File: src/rtl/hs4_sync_sink_pkg.sv
// hs4_pkg: shared types and defaults for the hs4_sync_sink block.
//   state_t    handshake FSM state encoding (2 bits)
//   DW_DEF     default token data width
//   DEPTH_DEF  default FIFO depth
//   SYNC_DEF   default synchroniser length on req_in
//   CNT_W      width of the accepted-token counter
package hs4_pkg;

    typedef enum logic [1:0] {
        IDLE    = 2'd0,
        CAPTURE = 2'd1,
        ACK     = 2'd2,
        RELEASE = 2'd3
    } state_t;

    localparam int DW_DEF    = 3;
    localparam int DEPTH_DEF = 4;
    localparam int SYNC_DEF  = 2;
    localparam int CNT_W     = 8;

endpackage

File: src/rtl/hs4_sync_sink_if.sv
// hs4_sync_sink_if: groups the 4-phase input side and valid/ready output side.
//   req_in, data_in   4-phase request and bundled data from the async stage
//   ack_out           4-phase acknowledge back to the async stage
//   out_valid, out_ready, out_data   synchronous token stream
// Modports: slave = the sink itself, master = its environment.
interface hs4_sync_sink_if
    import hs4_pkg::*;
#(
    parameter int DW = DW_DEF
);
    logic          req_in;
    logic          ack_out;
    logic [DW-1:0] data_in;
    logic          out_valid;
    logic          out_ready;
    logic [DW-1:0] out_data;

    modport slave (
        input  req_in, data_in, out_ready,
        output ack_out, out_valid, out_data
    );

    modport master (
        output req_in, data_in, out_ready,
        input  ack_out, out_valid, out_data
    );
endinterface

File: src/rtl/hs4_sync_sink_sync_ff.sv
// sync_ff: N-stage flop chain bringing an asynchronous level into the clk domain.
//   clk    sampling clock
//   rst_n  asynchronous active-low reset, chain clears to 0
//   d      asynchronous input
//   q      synchronised output (last stage)
module sync_ff #(
    parameter int N = 2
) (
    input  logic clk,
    input  logic rst_n,
    input  logic d,
    output logic q
);
    logic [N-1:0] chain;

    always_ff @(posedge clk or negedge rst_n) begin
        if (!rst_n) chain <= '0;
        else        chain <= {chain[N-2:0], d};
    end

    assign q = chain[N-1];
endmodule

File: src/rtl/hs4_sync_sink.sv
// hs4_sync_sink: accepts 4-phase bundled-data tokens into the clk domain,
// buffers them in a small FIFO and presents them on a valid/ready stream.
//   clk         sole clock, rising edge
//   rst_n       asynchronous active-low reset
//   bus         hs4_sync_sink_if.slave (req_in/ack_out/data_in, out_valid/out_ready/out_data)
//   fifo_count  FIFO occupancy 0..DEPTH
//   token_cnt   tokens accepted since reset, wraps
//
// state   | meaning
// IDLE    | waiting for synchronised req
// CAPTURE | write data_in to FIFO when not full, else hold (ack withheld)
// ACK     | ack_out high, waiting for req to fall
// RELEASE | ack_out low again, one cycle before accepting the next token
module hs4_sync_sink
    import hs4_pkg::*;
#(
    parameter int DW    = DW_DEF,
    parameter int DEPTH = DEPTH_DEF,
    parameter int SYNC  = SYNC_DEF
) (
    input  logic                     clk,
    input  logic                     rst_n,
    hs4_sync_sink_if.slave           bus,
    output logic [$clog2(DEPTH):0]   fifo_count,
    output logic [CNT_W-1:0]         token_cnt
);
    localparam int AW = $clog2(DEPTH);
    localparam int PW = AW + 1;

    logic          req_s;
    state_t        state, state_nxt;
    logic          ack_q;
    logic [DW-1:0] mem [DEPTH];
    logic [PW-1:0] wr_ptr, rd_ptr;
    logic          full, empty, push, pop;

    sync_ff #(.N(SYNC)) u_req_sync (
        .clk   (clk),
        .rst_n (rst_n),
        .d     (bus.req_in),
        .q     (req_s)
    );

    // Extra MSB on each pointer distinguishes full from empty.
    assign full  = (wr_ptr[AW-1:0] == rd_ptr[AW-1:0]) && (wr_ptr[AW] != rd_ptr[AW]);
    assign empty = (wr_ptr == rd_ptr);
    assign pop   = !empty && bus.out_ready;

    always_comb begin
        state_nxt = state;
        push      = 1'b0;
        case (state)
            IDLE:    if (req_s) state_nxt = CAPTURE;
            CAPTURE: if (!full) begin
                         push      = 1'b1;
                         state_nxt = ACK;
                     end
            ACK:     if (!req_s) state_nxt = RELEASE;
            RELEASE: state_nxt = IDLE;
            default: state_nxt = IDLE;
        endcase
    end

    // ack_out comes straight from its own flop so it cannot glitch on state decode.
    always_ff @(posedge clk or negedge rst_n) begin
        if (!rst_n) begin
            state     <= IDLE;
            ack_q     <= 1'b0;
            wr_ptr    <= '0;
            rd_ptr    <= '0;
            token_cnt <= '0;
        end else begin
            state <= state_nxt;
            ack_q <= (state_nxt == ACK);
            if (push) begin
                wr_ptr    <= wr_ptr + PW'(1);
                token_cnt <= token_cnt + CNT_W'(1);
            end
            if (pop) rd_ptr <= rd_ptr + PW'(1);
        end
    end

    // Storage needs no reset: contents are only observed when non-empty.
    always_ff @(posedge clk) begin
        if (push) mem[wr_ptr[AW-1:0]] <= bus.data_in;
    end

    assign bus.ack_out   = ack_q;
    assign bus.out_valid = !empty;
    assign bus.out_data  = mem[rd_ptr[AW-1:0]];
    assign fifo_count    = wr_ptr - rd_ptr;
endmodule
File: src/flat_wrapper.sv
// flat-port wrapper written by rule: the top's interface ports become plain ports
module hs4_sync_sink_flat import hs4_pkg::*;
#(
    parameter int DW    = DW_DEF,
    parameter int DEPTH = DEPTH_DEF,
    parameter int SYNC  = SYNC_DEF
)
  (clk, rst_n, fifo_count, token_cnt, bus_req_in, bus_data_in, bus_out_ready, bus_ack_out, bus_out_valid, bus_out_data);
  hs4_sync_sink_if #(.DW(DW)) bus_i ();
  input  logic clk;
  input  logic rst_n;
  output logic [$clog2(DEPTH):0] fifo_count;
  output logic [CNT_W-1:0] token_cnt;
  input wire logic [$bits(bus_i.req_in)-1:0] bus_req_in;
  input wire logic [$bits(bus_i.data_in)-1:0] bus_data_in;
  input wire logic [$bits(bus_i.out_ready)-1:0] bus_out_ready;
  output wire logic [$bits(bus_i.ack_out)-1:0] bus_ack_out;
  output wire logic [$bits(bus_i.out_valid)-1:0] bus_out_valid;
  output wire logic [$bits(bus_i.out_data)-1:0] bus_out_data;
  assign bus_i.req_in = bus_req_in;
  assign bus_i.data_in = bus_data_in;
  assign bus_i.out_ready = bus_out_ready;
  assign bus_ack_out = bus_i.ack_out;
  assign bus_out_valid = bus_i.out_valid;
  assign bus_out_data = bus_i.out_data;
  hs4_sync_sink #(.DW(DW), .DEPTH(DEPTH), .SYNC(SYNC)) u_core (.clk(clk), .rst_n(rst_n), .bus(bus_i), .fifo_count(fifo_count), .token_cnt(token_cnt));
endmodule
File: config.mk
export PLATFORM = sky130hd
export DESIGN_NAME = hs4_sync_sink_flat
export DESIGN_NICKNAME = d
export VERILOG_FILES = /design/src/rtl/hs4_sync_sink_pkg.sv /design/src/rtl/hs4_sync_sink_if.sv /design/src/rtl/hs4_sync_sink_sync_ff.sv /design/src/rtl/hs4_sync_sink.sv /design/src/flat_wrapper.sv
export SDC_FILE = /design/constraint.sdc
export NUM_CORES = 1
export LEC_CHECK = 0
export ABC_AREA = 1
export BUFFER_PORTS_ARGS = -buffer_cell sky130_fd_sc_hd__buf_2
export CORE_AREA = 2 2 51 77
export DETAILED_ROUTE_END_ITERATION = 6
export DIE_AREA = 0 0 53 79
export SLEW_MARGIN = 40
export SYNTH_ARGS = -nofsm -noshare
export SYNTH_HDL_FRONTEND = slang
export SYNTH_SLANG_ARGS = --single-unit
File: constraint.sdc
create_clock -name clk -period 1.9 [get_ports clk]
set_input_delay 0.19 -clock clk [delete_from_list [all_inputs] [get_ports clk]]
set_output_delay 0.19 -clock clk [all_outputs]
set_load 0.05 [all_outputs]
==> results of run 1 <==
[critical path, delay by kind of cell, from the launching register on]
family / cells / cell delay (ps)
fa+ha+maj: 2 / 720
flops: 1 / 370
buf+inv: 3 / 260
[cells by family (layout without fill, tap and decap cells)]
| family | after synthesis | count (layout) | share of synthesized area (%) |
|---|---|---|---|
| and+or+nand+nor | 77 | 77 | 21.2 |
| DFF | 31 | 31 | 55.2 |
| buffers and inverters | 21 | 57 | 5.70 |
| AOI/OAI and AO/OA | 16 | 16 | 6.45 |
| adders and majority gates | 9 | 9 | 7.93 |
| xor gates and xnor gates | 6 | 6 | 3.47 |
[area by class of cell]
class                   instances  area [µm²]  area share (%)
multi-input cells             108         602            32.3
inverters                      20        75.1            4.03
well taps                      43        53.8            2.89
flip-flops and latches         31         836            44.9
repair buffers                 29         183            9.81
clock buffers                   5        68.8            3.70
clock inverters                 3        43.8            2.35
[sequential cells by signal (all words and copies together), names as in the netlist]
register,count
u_core.state,2
u_core.mem,12
u_core.wr_ptr,3
u_core.u_req_sync.chain,2
u_core.bus.ack_out,1
u_core.token_cnt,8
u_core.rd_ptr,3
[worst paths after layout]
kind	to	slack, ps	depth (start not counted)	from
max	fifo_count[1]	70	5	u_core.wr_ptr[0]$_DFFE_PN0P_
min	u_core.mem[3][1]$_DFFE_PP_	130	1	bus_data_in[1]
max reg2reg	u_core.mem[3][2]$_DFFE_PP_	240	7	u_core.rd_ptr[1]$_DFFE_PN0P_
min reg2reg	u_core.u_req_sync.chain[1]$_DFF_PN0_	350	0	u_core.u_req_sync.chain[0]$_DFF_PN0_
max in group asynchronous	u_core.token_cnt[7]$_DFFE_PN0P_	1220	2	rst_n
min in group asynchronous	u_core.token_cnt[5]$_DFFE_PN0P_	380	2	rst_n
[cells in the final DEF (no fill, tap or decap), drive strengths merged]
master,n
nand2,53
buf,27
inv,20
dfrtp,19
nor2,15
edfxtp,12
o21ai,10
nand3,8
ha,8
xnor2,5
clkbuf,5
o22ai,3
dlygate4sd3,2
a21oi,2
clkinv,2
xor2,1
o21bai,1
nand4,1
fa,1
bufinv,1
[through the flow]
step	hold slack [ps]	worst slack, ps
2_1_floorplan	-106	45.3
3_3_place_gp	152	210
3_5_place_dp	165	150
4_1_cts	7.22	13.0
5_1_grt	133	-9.03
6_report	134	73.9
[metal layers]
| metal | wire, µm | share of wire [%] |
|---|---|---|
| met5 | 0 | 0 |
| met4 | 44 | 1.5 |
| met3 | 116 | 3.9 |
| met2 | 1680 | 57 |
| met1 | 1100 | 37 |
[timing repair]
action	CTS	global route
resized for setup	4	4
hold buffers	1	1
pin swaps	0	1
buffers inserted	1	1
setup endpoints to repair	2	3
hold endpoints to repair	19	1
==> metrics.md, run 1 <==
| Metric | Value |
|---|---|
| Port bufs | 22 |
| Rows | 27 |
| Setup Skew | 5.76 ps |
| DRC | 0 |
| Outcome | complete, no violations |
| Post-synth design cell area | 1510 µm² |
| CP Cell Sequence | inv_2, ha_1, fa_2, inv_1, buf_6 |
| Area growth from synthesis to layout | 23.0% |
| Tightest Hold Check Type | in -> reg |
| Number of synthesized flops with an enable pin | 12 |
| CTS tree | done |
| Placed cell areas | 1700 µm² |
| Die area | 4190 µm² |
| Area leader, netlist | dfrtp_1 |
| Crit. End Element | primary output |
| Longest Clk Path Bufs | 2 |
| Clock root buffer | clkbuf_8 |
| Initial antenna violation count | 0 |
| Vias in the first global route | 1143 |
| Chip Width | 53 µm |
| Synth unique cells | 21 |
| Syn nets | 176 |
| Max stage delay on crit path | 530 ps |
| Worst slew margin | 70.9% |
| Tcrit/Tclk final | 96.1% |
| Fill cells | 336 |
| Cells after Synth | 160 |
| Layer with the highest usage | met2 |
| Crit path arrival time | 1640 ps |
| Drt first-iter violations | 12 |
| Final setup viols | 0 |
| DRT Pass-1 Iters | 4 |
| Register area share after synthesis | 55.2% |
| DP HPWL | 2270 µm |
| Met1 Usage GRT | 15.8% |
| Average cell area after synthesis | 9.46 µm² |
| Non-Filler Instances | 239 |
| Final hold vios | 0 |
| Crit path time final | 1830 ps |
| Largest net degree at the start of global routing | 20 |
| Final Util | 52.5% |
| H-tree depth | 2 |
| Top cell type's share of synthesized area | 31.4% |
| Crit path kind | reg -> out |
| Post-synth ARST share | 61.3% |
| Most common cell in the netlist | nand2_1 |
| Finished Cell Area | 1860 µm² |
| Clock sinks | 31 |
| Layout net count | 211 |
| Share of cells above drive strength 1 | 22.4% |
| Post-DRT Antenna Nets | 0 |
| Reg clk slew, reported paths | 70 ps |
| Grt total ovfl | 0 |
| TritonCTS buffer count | 5 |
| Final wirelength | 2940 µm |
| Total GRT Usage | 16.5% |
| Max Transition Viols Final | 0 |
| Setup TNS | 0 ps |
| GR Layer Usage met2 | 31.9% |
| Clock latency on the worst-skew pair | 280 ps |
| Number of synthesized register bits | 31 |
| IO Count | 23 |
| Least-Margin Pin Slew | 437 ps |
| CP required | 1710 ps |
| Post-synth top flop | dfrtp_1 |
| Initial core utilization | 42.7% |
| Worst-path fanout max | 4 |
| Die Ht | 79 µm |
| Total of max-cap violations | 0 |
| Slowest CP cell | fa_2 |
| Core area | 3550 µm² |
| CP Launch Type | flip-flop |
| First-pass GRT wire length | 4950 µm |
| Most instantiated cells after synthesis | nand2_1 (50), dfrtp_1 (19), inv_1 (19), nor2_1 (14), edfxtp_1 (12) |
| FMAX | 548 MHz |
| Final GP Congestion | 0.780 |
| Synth top area cells | dfrtp_1 (31%), edfxtp_1 (24%), nand2_1 (12%) |
| Placed cell count | 227 |
| Via-to-Cell Ratio | 4.86 |
| Drt wl/cell | 12.3 µm |
| GR Util met3 | 4.14% |
| Diode count | 0 |
| Ys Warns | 0 |
| Via Count | 1161 |
Power of run 1 is not shown: default switching activity piles up to over one toggle a cycle in this logic, so the estimate is an artifact.
==> run 2: changes to the inputs <==
Settings changed: PLACE_DENSITY_LB_ADDON from default to 0.2.
==> run 2 against run 1 <==
Maximum frequency grew 2.3%. Critical path depth is 1 lower. Sequential share of layout area increased by 0.37 points. First-iteration DRC count increased by 83%. Sequential cell count unchanged. Hold slack worse by 12 ps. Die area unchanged.
==> metrics.md, run 2 (same netlist as run 1, synthesis figures left out) <==
| Metric | Value |
|---|---|
| Diode count | 0 (unchanged) |
| Outcome | complete, no violations |
| Initial core utilization | 42.7% (unchanged) |
| Reg-to-Reg End | u_core.mem[0][0]$_DFFE_PP_ |
| Setup TNS | 0 ps (unchanged) |
| Longest Clk Path Bufs | 2 (unchanged) |
| Reg clk slew, reported paths | 70 ps (about the same) |
| Clock sinks | 31 (unchanged) |
| Hold Startpoint | bus_data_in[2] |
| Final GP Congestion | 0.744 (-4.6%) |
| Largest net degree at the start of global routing | 20 (unchanged) |
| RSZ-0062 raised after global routing | false |
| DP HPWL | 2170 µm (-4.2%) |
| R2R depth | 7 (unchanged) |
| Via Count | 1113 (-4.1%) |
| Max Transition Viols Final | 0 (unchanged) |
| Vias in the first global route | 1075 (-5.9%) |
| Final hold vios | 0 (unchanged) |
| R2r setup slk | 220 ps (-20 ps) |
| Total of max-cap violations | 0 (unchanged) |
| Crit path time final | 1790 ps (-40.6 ps) |
| DRT Pass-1 Iters | 4 (unchanged) |
| Die Ht | 79 µm (unchanged) |
| Chip Width | 53 µm (unchanged) |
| Setup Skew | 5.82 ps (+0.0561 ps) |
| Grt total ovfl | 0 (unchanged) |
| Post-DRT Antenna Nets | 0 (unchanged) |
| Worst slew margin | 69.0% (-1.9 points) |
| Most frequent cells in the layout | nand2_1 (50), buf_2 (19), dfrtp_1 (19), inv_1 (18), nor2_1 (14) |
| TritonCTS buffer count | 5 (unchanged) |
| Worst R2R Start | u_core.rd_ptr[1]$_DFFE_PN0P_ |
| FMAX | 560 MHz (+2.3%) |
| Worst-path fanout max | 2 (-2) |
| Commonest non-fill, non-tap cell in the layout | nand2_1 |
| Crit path kind | reg -> out |
| H-tree depth | 2 (unchanged) |
| IO Count | 23 (unchanged) |
| Hold path cells | 1 (unchanged) |
| CP Launch Type | flip-flop |
| Tightest Hold Check Type | in -> reg |
| Crit path arrival time | 1600 ps (-40 ps) |
| Clock root buffer | clkbuf_8 |
| CTS tree | done |
| Tcrit/Tclk final | 94.0% (-2.1 points) |
| Share of cells above drive strength 1 | 21.6% (-0.80 points) |
| Port bufs | 22 (unchanged) |
| Die area | 4190 µm² (unchanged) |
| Final setup viols | 0 (unchanged) |
| Final wirelength | 2940 µm (about the same) |
| Via-to-Cell Ratio | 4.70 (-3.3%) |
| Drt wl/cell | 12.4 µm (+0.78%) |
| Least-Margin Pin Slew | 465 ps (+27.9 ps) |
| Layout net count | 209 (-0.95%) |
| CP required | 1710 ps (about the same) |
| Crit. End Element | primary output |
| Endpoint of the worst hold path | u_core.mem[0][2]$_DFFE_PP_ |
| First-pass GRT wire length | 4860 µm (-1.8%) |
| Core area | 3550 µm² (unchanged) |
| DRC | 0 (unchanged) |
| Initial antenna violation count | 0 (unchanged) |
| Largest register FFs | 12 (unchanged) |
| Drt first-iter violations | 22 (+10) |
| Area growth from synthesis to layout | 22.0% |
| Clock latency on the worst-skew pair | 280 ps (about the same) |
| Rows | 27 (unchanged) |
| Total GRT Usage | 16.5% (about the same) |
-- run 2: changes by cell type in the layout (fill, tap and decap cells not counted), sizes merged --
| cell | change |
|---|---|
| buf | -2 |
-- run 2: worst max-delay path, stage by stage (launching register included) --
cell and delay [ps]:
dfrtp_1 400, ha_1 220, fa_2 510, inv_1 50
buf_6 140
-- run 2: metal layers --
metal  global-route usage, %  vias up  part of all wire [%]
met5                       0        -                     0
met4                    7.69        0                   2.4
met3                    5.08        7                   4.2
met2                    27.6       25                    51
met1                    18.6      508                    42
li1                        -      573                     -
-- run 2: worst max-delay path by stage --
stage	startpoint	end	slack (ps)	depth (start not counted)
global placement	u_core.wr_ptr[0]$_DFFE_PN0P_	u_core.mem[3][1]$_DFFE_PP_	230	7
detailed placement	u_core.wr_ptr[0]$_DFFE_PN0P_	u_core.mem[0][2]$_DFFE_PP_	150	7
finish	u_core.rd_ptr[0]$_DFFE_PN0P_	fifo_count[1]	110	4
CTS	u_core.wr_ptr[0]$_DFFE_PN0P_	fifo_count[2]	20	5
global route	u_core.wr_ptr[0]$_DFFE_PN0P_	fifo_count[1]	40	5
floorplan	u_core.rd_ptr[1]$_DFFE_PN0P_	u_core.rd_ptr[2]$_DFFE_PN0P_	50	7
-- run 2: metrics by stage --
step                std cells  worst slack (ps)  hold slack [ps]  util (%)  instance area (µm²)
floorplan                 160              45.3             -106         -                 1520
global placement          226               227              166      47.6                 1690
detailed placement        226               151              171      47.6                 1690
CTS                       236              20.0             9.17      51.2                 1820
global route              237              38.9              117      52.1                 1850
finish                    237               115              123      52.1                 1850
-- run 2: repair_timing --
action,CTS,global route
buffers inserted,1,0
setup endpoints to repair,2,3
hold buffers,1,1
hold endpoints to repair,19,1
gates resized for setup,1,9
-- run 2: cell type report --
type                            instances  area [µm²]
Clock inverter                          3        38.8
Tap cell                               43        53.8
Sequential cell                        31         836
Multi-Input combinational cell        108         607
Inverter                               20        75.1
Clock buffer                            5        68.8
Fill cell                             339        1700
Timing Repair Buffer                   27         168
Power of run 2 is left out for the same reason.
